**config.mk**
```make
export PLATFORM = sky130hd
export DESIGN_NAME = psychic5_screen_capture
export DESIGN_NICKNAME = d
export VERILOG_FILES = /design/src/rtl/psychic5_sim_pkg.sv /design/src/rtl/psychic5_frame_sig.sv /design/src/rtl/psychic5_screen_capture.sv
export SDC_FILE = /design/constraint.sdc
export NUM_CORES = 1
export LEC_CHECK = 0
export ABC_AREA = 1
export BUFFER_PORTS_ARGS = -buffer_cell sky130_fd_sc_hd__buf_4
export CORE_UTILIZATION = 55
export CTS_BUF_LIST = sky130_fd_sc_hd__clkbuf_8
export DETAILED_ROUTE_END_ITERATION = 10
export PLACE_DENSITY = 0.78
export RECOVER_POWER = 25
export SLEW_MARGIN = 10
export SYNTH_ARGS = -nofsm -noshare
export SYNTH_HDL_FRONTEND = slang
export SYNTH_SLANG_ARGS = --single-unit
```
**constraint.sdc**
```tcl
create_clock -name i_EMU_MCLK -period 2.25 [get_ports i_EMU_MCLK]
set_input_delay 0.3375 -clock i_EMU_MCLK [delete_from_list [all_inputs] [get_ports i_EMU_MCLK]]
set_output_delay 0.3375 -clock i_EMU_MCLK [all_outputs]
set_load 0.005 [all_outputs]
```
**src/rtl/psychic5_sim_pkg.sv**
```systemverilog
// psychic5_sim_pkg: pixel type, default visible window, expected pixel count and capture states
package psychic5_sim_pkg;
  typedef logic [11:0] pixel_t;
  localparam logic [8:0] DEF_H_VIS_START = 9'd0;
  localparam logic [8:0] DEF_H_VIS_END = 9'd255;
  localparam logic [8:0] DEF_V_VIS_START = 9'd16;
  localparam logic [8:0] DEF_V_VIS_END = 9'd239;
  typedef enum logic {IDLE, ACTIVE} state_t;
  function automatic logic [16:0] win_pixels(input logic [8:0] hs, he, vs, ve);
    return (17'(he - hs) + 17'd1) * (17'(ve - vs) + 17'd1);
  endfunction
  localparam logic [16:0] EXPECTED = win_pixels(DEF_H_VIS_START, DEF_H_VIS_END, DEF_V_VIS_START, DEF_V_VIS_END);
endpackage

```
**src/rtl/psychic5_frame_sig.sv**
```systemverilog
// psychic5_frame_sig: rotate-xor frame signature and pixel counter with load/clear/accumulate
module psychic5_frame_sig import psychic5_sim_pkg::*; (
  input  logic        clk,
  input  logic        rst_n,
  input  logic        clr,
  input  logic        load,
  input  logic        acc,
  input  pixel_t      data,
  output logic [31:0] sum_nxt,
  output logic [16:0] cnt_nxt
);
  logic [31:0] sum;
  logic [16:0] cnt;
  assign sum_nxt = {sum[30:0], sum[31]} ^ {20'd0, data};
  assign cnt_nxt = cnt + 17'd1;
  // load restarts with the current pixel and so beats clear, which beats accumulate
  always_ff @(posedge clk or negedge rst_n)
    if (!rst_n) begin
      sum <= '0;
      cnt <= '0;
    end else if (load) begin
      sum <= {20'd0, data};
      cnt <= 17'd1;
    end else if (clr) begin
      sum <= '0;
      cnt <= '0;
    end else if (acc) begin
      sum <= sum_nxt;
      cnt <= cnt_nxt;
    end
endmodule

```
**src/rtl/psychic5_screen_capture.sv**
```systemverilog
// psychic5_screen_capture: per-frame signature/count capture of Psychic 5 video in a visible window.
// SCREENSIM_DUMP_EN adds a simulation-only frame buffer dumped to frame_NNNN.ppm on each frame done.
module psychic5_screen_capture import psychic5_sim_pkg::*; #(
  parameter logic [8:0] H_VIS_START = DEF_H_VIS_START,
  parameter logic [8:0] H_VIS_END = DEF_H_VIS_END,
  parameter logic [8:0] V_VIS_START = DEF_V_VIS_START,
  parameter logic [8:0] V_VIS_END = DEF_V_VIS_END
) (
  input  logic        i_EMU_MCLK,
  input  logic        i_EMU_MRST_n,
  input  logic        i_EMU_CLK6MPCEN_n,
  input  logic [8:0]  i_HCOUNTER,
  input  logic [8:0]  i_VCOUNTER,
  input  logic [11:0] i_VIDEODATA,
  output logic        o_PIX_VALID,
  output logic [8:0]  o_PIX_X,
  output logic [8:0]  o_PIX_Y,
  output logic        o_FRAME_DONE,
  output logic [15:0] o_FRAME_CNT,
  output logic [31:0] o_FRAME_SUM,
  output logic        o_FRAME_ERR
);
  localparam logic [16:0] EXP_CNT = win_pixels(H_VIS_START, H_VIS_END, V_VIS_START, V_VIS_END);
  state_t state, state_nxt;
  logic [8:0] px, py;
  logic accept, top_left, bot_right, fin, restart, abort, acc;
  logic [31:0] sum_nxt;
  logic [16:0] cnt_nxt;
  // window-relative offsets double as the range test, so a zero start needs no >= compare
  assign px = i_HCOUNTER - H_VIS_START;
  assign py = i_VCOUNTER - V_VIS_START;
  assign accept = !i_EMU_CLK6MPCEN_n && px <= H_VIS_END - H_VIS_START && py <= V_VIS_END - V_VIS_START;
  always_comb begin
    top_left = accept && px == 9'd0 && py == 9'd0;
    bot_right = accept && i_HCOUNTER == H_VIS_END && i_VCOUNTER == V_VIS_END;
    fin = bot_right && (state == ACTIVE || top_left);
    restart = top_left && !fin;
    abort = restart && state == ACTIVE;
    acc = accept && state == ACTIVE;
    state_nxt = fin ? IDLE : restart ? ACTIVE : state;
  end
  always_ff @(posedge i_EMU_MCLK or negedge i_EMU_MRST_n)
    if (!i_EMU_MRST_n) begin
      state <= IDLE;
      o_PIX_VALID <= 1'b0;
      o_PIX_X <= '0;
      o_PIX_Y <= '0;
      o_FRAME_DONE <= 1'b0;
      o_FRAME_CNT <= '0;
      o_FRAME_SUM <= '0;
      o_FRAME_ERR <= 1'b0;
    end else begin
      state <= state_nxt;
      o_PIX_VALID <= accept;
      o_FRAME_DONE <= fin;
      if (accept) begin
        o_PIX_X <= px;
        o_PIX_Y <= py;
      end
      if (fin) begin
        o_FRAME_CNT <= o_FRAME_CNT + 16'd1;
        o_FRAME_SUM <= sum_nxt;
        o_FRAME_ERR <= cnt_nxt != EXP_CNT;
      end else if (abort)
        o_FRAME_ERR <= 1'b1;
    end
  psychic5_frame_sig u_sig (
    .clk(i_EMU_MCLK),
    .rst_n(i_EMU_MRST_n),
    .clr(fin),
    .load(restart),
    .acc(acc),
    .data(i_VIDEODATA),
    .sum_nxt(sum_nxt),
    .cnt_nxt(cnt_nxt)
  );
`ifdef SCREENSIM_DUMP_EN
  pixel_t fb [0:256*224-1];
  always @(posedge i_EMU_MCLK) begin
    if (accept && !px[8] && py < 9'd224)
      fb[{py[7:0], px[7:0]}] <= i_VIDEODATA;
    if (o_FRAME_DONE) begin
      $display("frame_%04d.ppm", o_FRAME_CNT);
      $display("P3\n256 224\n255");
      for (int i = 0; i < 256*224; i++)
        $display("%0d %0d %0d", fb[i][11:8]*17, fb[i][7:4]*17, fb[i][3:0]*17);
    end
  end
`else
  // synthesizable build: no frame buffer
`endif
endmodule

```
Word level (Yosys, flattened, before mapping)
Index checks and enable logic that the tools add are counted.
Widths: inputs -> output; s select.
{ "totals": {"regBits": 119, "latch_bits": 0, "ramBits": 0, "romBits": 0, "inputBits": 33, "out_inout_bits": 69, "elab_cells": 47, "n_memories": 0} }
{ "op_classes": {"n_addsub": 3, "multipliers": 0, "div": 0, "magnitude_cmp": 2, "eq_ne": 3, "shift": 0, "mux": 10, "n_bitwise": 1, "n_reduce_logical": 18} }
{ "op_table": {"columns": ["operator", "n"], "rows": [
  ["$mux 32", 3],
  ["$mux 17", 3],
  ["$xor 32x12->32", 1],
  ["$eq 9x8->1 const B", 2],
  ["$le 9x8->1 const B", 2],
  ["$logic_not 9->1", 2],
  ["$add 17x1->17 const B", 1],
  ["$ne 17x16->1 const B", 1],
  ["$add 16x1->16 const B", 1],
  ["$logic_and 1x1->1", 10],
  ["$sub 9x5->9 const B", 1],
  ["$mux 1", 4],
  ["$reduce_bool 2->1", 2],
  ["$reduce_bool 3->1", 1],
  ["$logic_not 1->1", 2],
  ["$logic_or 1x1->1", 1]
]} }

Logic depth before layout (Yosys ltp)
Gate-level depths: netlist (run 1).
{ "depth": {"word_depth": 12, "depth_mapped": 14, "mapped_depth_nobuf": 13} }

Modules after synthesis
A second synthesis (run 1) with hierarchy kept.
{ "unflattened": {"cells_unflattened": 761, "area_unflattened_um2": 6087.1} }
{ "modules_own_cells": {"columns": ["module", "n_inst", "cells_per_inst", "area_per_inst_um2", "seq_area_each_um2"], "rows": [
  ["psychic5_screen_capture", 1, 447, 3518.4, 1751.7],
  ["psychic5_frame_sig", 1, 314, 2568.7, 1226.2]
]} }

Least setup slack after synthesis (run 1)
Ideal clock, no wire load.
{ "synth_timing": {"path_type": "input-to-reg", "startpoint": "input i_VCOUNTER[4]", "endpoint": "register u_sig.cnt[11]", "setup_ps": 121, "arrival_ps": 1857, "required_time_ps": 2129, "slack_ps": 272, "path_stages": 11, "n_path_buf": 1, "path_cell_list": "inv_1 > ha_1 > xnor2_1 > nand3_1 > nor2_2 > nand3_4 > nand2_4 > nand2_4 > nand2_2 > buf_2 > nor2_1"} }
{ "synth_between": {"elab_chain_cells": 10, "elab_cells_between_ends": 17, "cone_classes": "add/sub: 1; order compare: 1; eq/ne: 1; mux: 2; reduce/logical: 12"} }
{ "synth_lines": {"columns": ["item", "line", "source"], "rows": [
  ["start, declared", "psychic5_screen_capture.sv:13", "input logic [8:0] i_VCOUNTER,"],
  ["$sub 9x5->9", "psychic5_screen_capture.sv:31", "assign py = i_VCOUNTER - V_VIS_START;"],
  ["$le 9x8->1", "psychic5_screen_capture.sv:32", "assign accept = !i_EMU_CLK6MPCEN_n && px <= H_VIS_END - H_VIS_START && py <= V_VIS_END - V_VIS_START;"],
  ["$logic_and 1x1->1", "psychic5_screen_capture.sv:32", null],
  ["$logic_and 1x1->1 (2 in series)", "psychic5_screen_capture.sv:34", "top_left = accept && px == 9'd0 && py == 9'd0;"],
  ["$logic_or 1x1->1", "psychic5_screen_capture.sv:36", "fin = bot_right && (state == ACTIVE || top_left);"],
  ["$logic_and 1x1->1", "psychic5_screen_capture.sv:36", null],
  ["$logic_not 1->1", "psychic5_screen_capture.sv:37", "restart = top_left && !fin;"],
  ["$logic_and 1x1->1", "psychic5_screen_capture.sv:37", null],
  ["$reduce_bool 3->1 (no source line) or $mux 17 (tied branches)", null, null],
  ["end signal, assigned", "psychic5_frame_sig.sv:29", "cnt <= cnt_nxt;"],
  ["end, declared", "psychic5_frame_sig.sv:13", "logic [16:0] cnt;"]
]} }
Parallel ways exist; a longest one is shown, timed or not.
A chain may end at the register's enable or synchronous reset.

Final worst setup path (run 1)
{ "layout_timing": {"startpoint": "input i_VCOUNTER[4]", "endpoint": "register o_FRAME_CNT[6]"} }
{ "layout_between": {"elab_chain_cells": 7, "elab_cells_between_ends": 11, "cone_classes": "add/sub: 1; order compare: 1; eq/ne: 1; reduce/logical: 8"} }
{ "layout_lines": {"columns": ["item", "line", "source"], "rows": [
  ["$sub 9x5->9 *", "psychic5_screen_capture.sv:31", null],
  ["named net py[4]", "psychic5_screen_capture.sv:25", "logic [8:0] px, py;"],
  ["$le 9x8->1", "psychic5_screen_capture.sv:32", null],
  ["$logic_and 1x1->1", "psychic5_screen_capture.sv:32", null],
  ["$logic_and 1x1->1 (2 in series)", "psychic5_screen_capture.sv:34", null],
  ["$logic_or 1x1->1", "psychic5_screen_capture.sv:36", null],
  ["$logic_and 1x1->1 *", "psychic5_screen_capture.sv:36", null],
  ["end signal, assigned", "psychic5_screen_capture.sv:61", "o_FRAME_CNT <= o_FRAME_CNT + 16'd1;"],
  ["end, declared", "psychic5_screen_capture.sv:19", "output logic [15:0] o_FRAME_CNT,"]
]} }
Mark *: on every way through the listed nets, which the timed path passes. The rest lies on a longest branch.

==> metrics.md, run 1 <==
| Metric | Value |
|---|---|
| Post-synthesis cell count | `747` |
| Final number of setup-violating endpoints | `0` |
| WL/cell | `13.89 um` |
| Port buffer count | `101` |
| Skew final | `0.01189 ns` |
| Netlist cell types | `30` |
| Total iterations of the first detailed-routing run | `7` |
| Combinational family with the most area after synthesis | `simple AND/OR/NAND/NOR gates` |
| Leading cell types by count after synthesis | `nand2_1, dfrtp_1, nor2_1` |
| Chip height | `105.6 um` |
| Max Freq | `about 0.5 GHz` |
| Hold Crit Depth | `3` |
| CP Capture Type | `flop` |
| Placed cells | `980` |
| Clk sinks | `119` |
| Fin crit share | `0.8770` |
| Post-synthesis mux area share | `0` |
| CTS tree | `yes` |
| Remaining DRCs | `0` |
| Relative slew slack | `0.2609` |
| DR vias | `5,345` |
| Overall power | `5.081 mW` |
| Largest net degree at the start of global routing | `77` |
| WHS | `between 0.1 and 0.15 ns` |
| Tmin final | `between 1.5 and 2 ns` |
| Main area contributors after synthesis | `dfrtp_1, nand2_1, nand3_1, a21oi_1, nor2_1` |
| H-tree levels | `4` |
| CP Class | `primary input to flop` |
| Post-CTS Repair Setup Buffers | `0` |
| Net count, final | `903` |
| Reg-to-reg endpoint | `o_FRAME_ERR` |
| Initial antenna violation count | `0` |
| Crit path required time | `~2.6 ns` |
| Count leader, synth | `nand2_1` |
| CTS Buffer Depth | `2` |
| Row count | `37` |
| Core Util, Final | `0.7013` |
| Root buffer cell | `clkbuf_8` |
| Vias per Instance | `5.276` |
| Hold Path Sink | `o_PIX_Y[1]` |
| MaxCap Viol Count | `0` |
| Initial drt markers | `280` |
| Post-synth EDFFs | `0` |
| Main synth FF type | `dfrtp_1` |
| Skew-Pair Late Insertion Delay | `0.45 ns` |
| Global route overflow | `0` |
| Layout area overhead | `23.16%` |
| Post-Synth XOR/XNOR Area | `0.05043` |
| Startpoint types | `primary input` |
| Placed instance area | `around 0.0069 mm^2` |
| Area share of the largest cell type after synthesis | `0.5043` |
| Initial core utilization | `0.5694` |
| Ratio of cells with drive above 1 in the final layout | `0.1916` |
| Fin. Hold Viols | `0` |
| Syn Nets | `786` |
| Final Max Slew Viols | `0` |
| Yosys warnings | `0` |
| Vias in the first global route | `5,314` |
| Pwr Density | `around 700 mW/mm^2` |
| Pleak | `3.608 nW` |
| Sequential cell area fraction in the yosys report | `0.5043` |
| GRT met3 Usage | `0.07607` |
| Ys async rst share | `1.000` |
| CTS Buf Count | `17` |
| Final wirelength | `14,070 um` |
| Synth Area in Adders | `0.01271` |
| Final instance area | `0.007272 mm^2` |
| Status | `finished clean` |
| Synthesized area | `0.005904 mm^2` |
| CP Max Fanout | `23` |
| #FFs+latches synth | `119` |
| Hpwl dp | `9832 um` |
| Final Non-Filler Cells | `roughly 1,000` |
| R2r worst-path depth | `12` |
| Area fraction in compound gates after synthesis | `0.07205` |
| Routability cong. | `0.9100` |
| Ant diodes | `0` |
| Largest area contributor in the netlist | `dfrtp_1` |
| Hold Path Class | `primary input to flop` |
| Min-delay src | `i_VCOUNTER[1]` |
| CTS clk-pin slew, worst paths | `roughly 0.06 ns` |
| M1 GR Usage | `0.3453` |
| Critical Path AT | `2.35 ns` |
| Unrepaired setup endpoints after global routing | `false` |
| Post-Synth Simple-Gate Area | `0.3047` |
| Maximum VDD drop | `0.5257 mV` |
| Core Box Area | `0.01037 mm^2` |
| FILL cells | `850` |
| Worst-Margin Slew | `1.109 ns` |
| First-pass GRT wire length | `23,900 um` |
| Syn Area/Cell | `7.904 um^2` |
| Die area | `0.01115 mm^2` |
| GRT Total Usage | `0.2687` |
| FF-to-FF Start | `u_sig.cnt[0]` |
| R2R Setup Slk | `about 0.31 ns` |
| Num ports | `102` |
| Layer with the highest usage | `met2` |
| DRT antenna net count | `0` |
| Die W | `105.6 um` |
| Met2 Track Usage GR | `0.4398` |
-- where the power goes --
| part | switching, mW | total, mW | internal, mW | leakage [nW] |
|---|---|---|---|---|
| Clock | 0.846 | 1.71 | 0.867 | 0.190 |
| Combinational | 0.414 | 0.782 | 0.368 | 1.84 |
| Sequential | 0.207 | 2.59 | 2.38 | 1.57 |
| Total | 1.47 | 5.08 | 3.61 | 3.61 |
-- state kept, by name, summed over array words and instances, names as in the netlist --
signal	flops
o_PIX_VALID	1
state	1
u_sig.cnt	17
o_FRAME_DONE	1
o_FRAME_SUM	32
u_sig.sum	32
o_FRAME_ERR	1
o_FRAME_CNT	16
o_PIX_X	9
o_PIX_Y	9
-- worst max-delay path by stage --
stage / end / from / slack, ns
6_report: o_FRAME_CNT[6] / i_VCOUNTER[4] / 0.28
5_1_grt: o_FRAME_ERR / u_sig.cnt[0] / 0.03
4_1_cts: o_FRAME_ERR / u_sig.cnt[0] / 0.27
3_5_place_dp: o_FRAME_CNT[6] / i_VCOUNTER[4] / -0.13
3_3_place_gp: o_FRAME_CNT[6] / i_VCOUNTER[4] / -0.007
2_1_floorplan: u_sig.cnt[11] / i_VCOUNTER[4] / 0.27
-- critical path: stages --
cell     delay (ns)
buf_4          0.09
inv_1          0.06
ha_1           0.24
xnor2_1        0.38
nor2_1         0.10
nand3_2        0.14
nand3_1        0.15
nor2_2         0.18
nand2_4        0.12
inv_2          0.33
nand3_1        0.13
nand2_1        0.09
-- metrics by stage --
stage               worst slack [ns]   TNS [ns]
floorplan                     0.2719          0
global placement           -0.007212  -0.007212
detailed placement           -0.1277     -2.597
CTS                           0.2660          0
global route                 0.03192          0
finish                        0.2767          0
-- layer usage --
| layer | part of all wire | wire [um] |
|---|---|---|
| met5 | 0 | 0 |
| met3 | 0.052 | 738 |
| met1 | 0.44 | 6247 |
| met4 | 0.012 | 170 |
| met2 | 0.49 | 6916 |
-- cells by family (layout without fill, tap and decap cells) --
kind of cell,count (synthesis),count (layout)
XOR/XNOR,34,34
adder cells (fa/ha/maj),6,6
AO/OA/AOI/OAI,85,85
buffers and inverters,79,209
flip-flops,119,119
AND/OR/NAND/NOR,424,424
-- area by class of cell --
cell class	instances	area [um^2]	share of cell area
clock buffer	18	247.7	0.03407
inverter	52	195.2	0.02684
clock inverter	14	96.34	0.01325
timing repair buffer	125	984.7	0.1354
multi-input combinational	549	2600	0.3575
sequential	119	2978	0.4095
tap	136	170.2	0.02340
-- timing repair --
item,in CTS,in global routing
hold buffers,1,0
setup endpoints to repair,0,1
gates resized for setup,0,1
endpoints found under the hold margin,119,0
-- placed cells by master, fill, tap and decap left out --
master / netlist / routed
nor2_2: 2 / 3
bufinv_16: 0 / 1
nand2_2: 2 / 2
nand2_4: 3 / 3
xnor2_1: 23 / 23
nand3_1: 59 / 59
clkbuf_2: 0 / 1
nor2_1: 61 / 60
clkinvlp_4: 0 / 3
nand2_1: 265 / 265
nand3_4: 1 / 1
nor4_1: 3 / 3
or2_2: 3 / 3
and3_1: 1 / 1
o21ai_0: 20 / 20
o21ai_1: 14 / 14
nor3_1: 11 / 11
inv_2: 3 / 3
nor2_4: 1 / 1
or2_0: 2 / 2
clkbuf_4: 0 / 1
dlygate4sd3_1: 0 / 1
clkbuf_8: 0 / 18
buf_4: 2 / 117
clkinv_2: 0 / 5
clkbuf_1: 1 / 1
nand4_1: 7 / 7
ha_1: 6 / 6
nor2_8: 1 / 1
xor2_1: 11 / 11
buf_12: 0 / 4
nand3_2: 1 / 1
a21oi_1: 51 / 51
nand3b_1: 1 / 1
dfrtp_1: 119 / 119
inv_1: 49 / 54
(Power assumes the default switching activity.)
==> inputs of run 2 (changes only) <==
ABC_AREA = not set   (was 1)
SYNTH_HIERARCHICAL = 1   (was not set)
==> metrics.md, run 2 <==
| Metric | Value |
|---|---|
| Status | `finished, violations left (was finished clean)` |
| Failing checks | `setup timing` |
| First-pass GRT wire length | `21,770 um (was 23,900 um)` |
| Vias per Instance | `5.535 (was 5.276)` |
| Maximum VDD drop | `0.6267 mV (was 0.5257 mV)` |
| FILL cells | `694 (was 850)` |
| Root buffer cell | `clkbuf_8 (unchanged)` |
| Top flop regs | `o_FRAME_SUM (32), u_sig/sum (32), u_sig/cnt (17) (was o_FRAME_SUM (32), u_sig.sum (32), u_sig.cnt (17))` |
| CP Capture Type | `flop (unchanged)` |
| Count leader, synth | `dfrtp_1 (was nand2_1)` |
| Synthesized area | `0.005978 mm^2 (was 0.005904 mm^2)` |
| Hpwl dp | `8907 um (was 9832 um)` |
| #FFs+latches synth | `119 (unchanged)` |
| Remaining DRCs | `0 (unchanged)` |
| WHS | `0.1546 ns (was 0.1147 ns)` |
| Post-synth EDFFs | `0 (unchanged)` |
| CTS Buf Count | `17 (unchanged)` |
| Fin. Hold Viols | `0 (unchanged)` |
| Leading cell types by count after synthesis | `dfrtp_1, nor2_1, xor2_1 (was nand2_1, dfrtp_1, nor2_1)` |
| DR vias | `4,478 (was 5,345)` |
| Post-Synth XOR/XNOR Area | `0.07911 (was 0.05043)` |
| Pleak | `3.774 nW (was 3.608 nW)` |
| Combinational family with the most area after synthesis | `simple AND/OR/NAND/NOR gates (unchanged)` |
| Largest area contributor in the netlist | `dfrtp_1 (unchanged)` |
| Row count | `37 (unchanged)` |
| Ratio of cells with drive above 1 in the final layout | `0.3997 (was 0.1916)` |
| Reg-to-reg endpoint | `o_FRAME_ERR (unchanged)` |
| Core Box Area | `0.01042 mm^2 (was 0.01037 mm^2)` |
| Area fraction in compound gates after synthesis | `0.05211 (was 0.07205)` |
| Hold Path Class | `primary input to flop (unchanged)` |
| Post-Synth Simple-Gate Area | `0.1572 (was 0.3047)` |
| Die area | `0.01129 mm^2 (was 0.01115 mm^2)` |
| Overall power | `4.798 mW (was 5.081 mW)` |
| Area share of the largest cell type after synthesis | `0.4981 (was 0.5043)` |
| Register Area | `0.002979 mm^2 (was 0.002978 mm^2)` |
| Final wirelength | `13,370 um (was 14,070 um)` |
| R2r worst-path depth | `9 (was 12)` |
| Initial drt markers | `272 (was 280)` |
| Setup ws final | `-0.2025 ns (was 0.2767 ns)` |
| Syn Area/Cell | `11.39 um^2 (was 7.904 um^2)` |
| Port buffer count | `101 (unchanged)` |
| WL/cell | `16.53 um (was 13.89 um)` |
| R2R Setup Slk | `-0.20 ns (was 0.31 ns)` |
| Initial antenna violation count | `0 (unchanged)` |
| Clk sinks | `119 (unchanged)` |
| Die W | `106.3 um (was 105.6 um)` |
| Fin crit share | `1.090 (was 0.8770)` |
| Main synth FF type | `dfrtp_1 (unchanged)` |
| Sequential cell area fraction in the yosys report | `0.4981 (was 0.5043)` |
| Chip height | `106.3 um (was 105.6 um)` |
| Final number of setup-violating endpoints | `1 (was 0)` |
| CTS tree | `yes (unchanged)` |
| H-tree levels | `4 (unchanged)` |
| Vias in the first global route | `4,558 (was 5,314)` |
| Crit path from | `u_sig/cnt[0] (was i_VCOUNTER[4])` |
| Skew-Pair Late Insertion Delay | `0.44 ns (was 0.45 ns)` |
| Largest net degree at the start of global routing | `45 (was 77)` |
| Critical Path End | `o_FRAME_ERR (was o_FRAME_CNT[6])` |
| Ant diodes | `0 (unchanged)` |
| Final Max Slew Viols | `0 (unchanged)` |
| Commonest non-fill, non-tap cell in the layout | `buf_4 (was nand2_1)` |
| Global route overflow | `0 (unchanged)` |
| Net count, final | `698 (was 903)` |
| Num ports | `102 (unchanged)` |
| FF-to-FF Start | `u_sig/cnt[0] (was u_sig.cnt[0])` |
| Unrepaired setup endpoints after global routing | `true (was false)` |
| Layout area overhead | `28.28% (was 23.16%)` |
| DRT antenna net count | `0 (unchanged)` |
| Max Freq | `0.4077 GHz (was 0.5068 GHz)` |
| Worst-Margin Slew | `1.091 ns (was 1.109 ns)` |
| Relative slew slack | `0.2727 (was 0.2609)` |
| Crit path required time | `2.58 ns (was 2.63 ns)` |
| Critical Path AT | `2.78 ns (was 2.35 ns)` |
| MaxCap Viol Count | `0 (unchanged)` |
| CTS Buffer Depth | `2 (unchanged)` |
| Most frequent cells in the layout | `buf_4, dfrtp_1, nor2_1 (was nand2_1, dfrtp_1, buf_4)` |
| Netlist cell types | `51 (was 30)` |
| CP Max Fanout | `3 (was 23)` |
| Routability cong. | `0.8530 (was 0.9100)` |
| Post-synthesis mux area share | `0.1434 (was 0)` |
| CP Class | `flop to flop (was primary input to flop)` |
| Multi-input gate area | `0.002756 mm^2 (was 0.002600 mm^2)` |
| CTS clk-pin slew, worst paths | `0.07 ns (was 0.06 ns)` |
| Synth Area in Adders | `0.01046 (was 0.01271)` |
| Startpoint types | `flop (was primary input)` |
| Initial core utilization | `0.5739 (was 0.5694)` |
| Tmin final | `2.453 ns (was 1.973 ns)` |
| Main area contributors after synthesis | `dfrtp_1, mux2_4, xor2_1, mux2i_1, nor2_1 (was dfrtp_1, nand2_1, nand3_1, a21oi_1, nor2_1)` |
| Ys async rst share | `1.000 (unchanged)` |
| Yosys warnings | `6 (was 0)` |
| GRT Total Usage | `0.2472 (was 0.2687)` |
| Syn Nets | `563 (was 786)` |
| Total iterations of the first detailed-routing run | `5 (was 7)` |
| Skew final | `0.008544 ns (was 0.01189 ns)` |
| Pwr Density | `625.6 mW/mm^2 (was 698.7 mW/mm^2)` |
| Post-synthesis cell count | `525 (was 747)` |
[run 2: cell families after synthesis]
group / Yosys count
xor+xnor: 54
buf+inv: 55
flops: 119
mux: 69
compound gates: 58
simple gates: 165
fa+ha+maj: 5
[run 2: final cells by class]
class / count / area share
sequential: 119 / 0.3885
inverter: 10 / 0.004895
tap: 136 / 0.02219
timing repair buffer: 161 / 0.1667
clock inverter: 14 / 0.02594
multi-input combinational: 351 / 0.3594
clock buffer: 18 / 0.03231
[run 2: per-layer routing]
| metal | part of all wire | track usage | vias to the layer above |
|---|---|---|---|
| li1 | - | - | 2085 |
| met2 | 0.52 | 0.4109 | 135 |
| met3 | 0.046 | 0.06131 | 19 |
| met5 | 0 | 0 | - |
| met1 | 0.42 | 0.3119 | 2239 |
| met4 | 0.016 | 0.09226 | 0 |
[run 2: how the worst min path moves through the flow]
stage / startpoint / to / slack, ns / cells after the start
floorplan: i_EMU_MRST_n / o_FRAME_CNT[0] / 0.04 / 0
global placement: i_EMU_MRST_n / o_FRAME_SUM[15] / 0.37 / 1
detailed placement: i_EMU_MRST_n / o_FRAME_SUM[14] / 0.37 / 1
CTS: i_HCOUNTER[5] / o_PIX_X[5] / 0.13 / 2
global route: i_HCOUNTER[4] / o_PIX_X[4] / 0.14 / 2
finish: i_HCOUNTER[5] / o_PIX_X[5] / 0.15 / 2
[run 2: where the power goes]
part	switching, mW	total, mW	internal [mW]
clock	0.926	2.17	1.25
sequential	0.0415	2.25	2.21
combinational	0.161	0.373	0.212
total	1.13	4.80	3.67
[run 2: what timing repair did]
action,4_1_cts,5_1_grt
hold endpoints to repair,42,0
buffers inserted,1,2
gates resized for setup,6,6
pin swaps,8,6
hold buffers,1,0
setup endpoints to repair,1,1
[run 2: per-stage QoR]
| step | instance area, um^2 | util | worst slack (ns) | instances | TNS [ns] |
|---|---|---|---|---|---|
| floorplan | 6100 | - | -0.2983 | 525 | -1.198 |
| global placement | 7156 | 0.6870 | -0.2109 | 773 | -11.11 |
| detailed placement | 7156 | 0.6870 | -0.3094 | 773 | -15.41 |
| CTS | 7644 | 0.7338 | -0.1436 | 807 | -0.1436 |
| global route | 7669 | 0.7362 | -0.3215 | 809 | -0.4107 |
| finish | 7669 | 0.7362 | -0.2025 | 809 | -0.2025 |
[run 2: worst max-delay path, cell delays in order, from the launching register on]
cell	delay, ns
dfrtp_1	0.42
ha_4	0.16
nand3_2	0.08
buf_4	0.16
xnor2_1	0.12
or4_4	0.53
nor3_4	0.20
nand4_1	0.14
or4_4	0.43
o21a_1	0.11
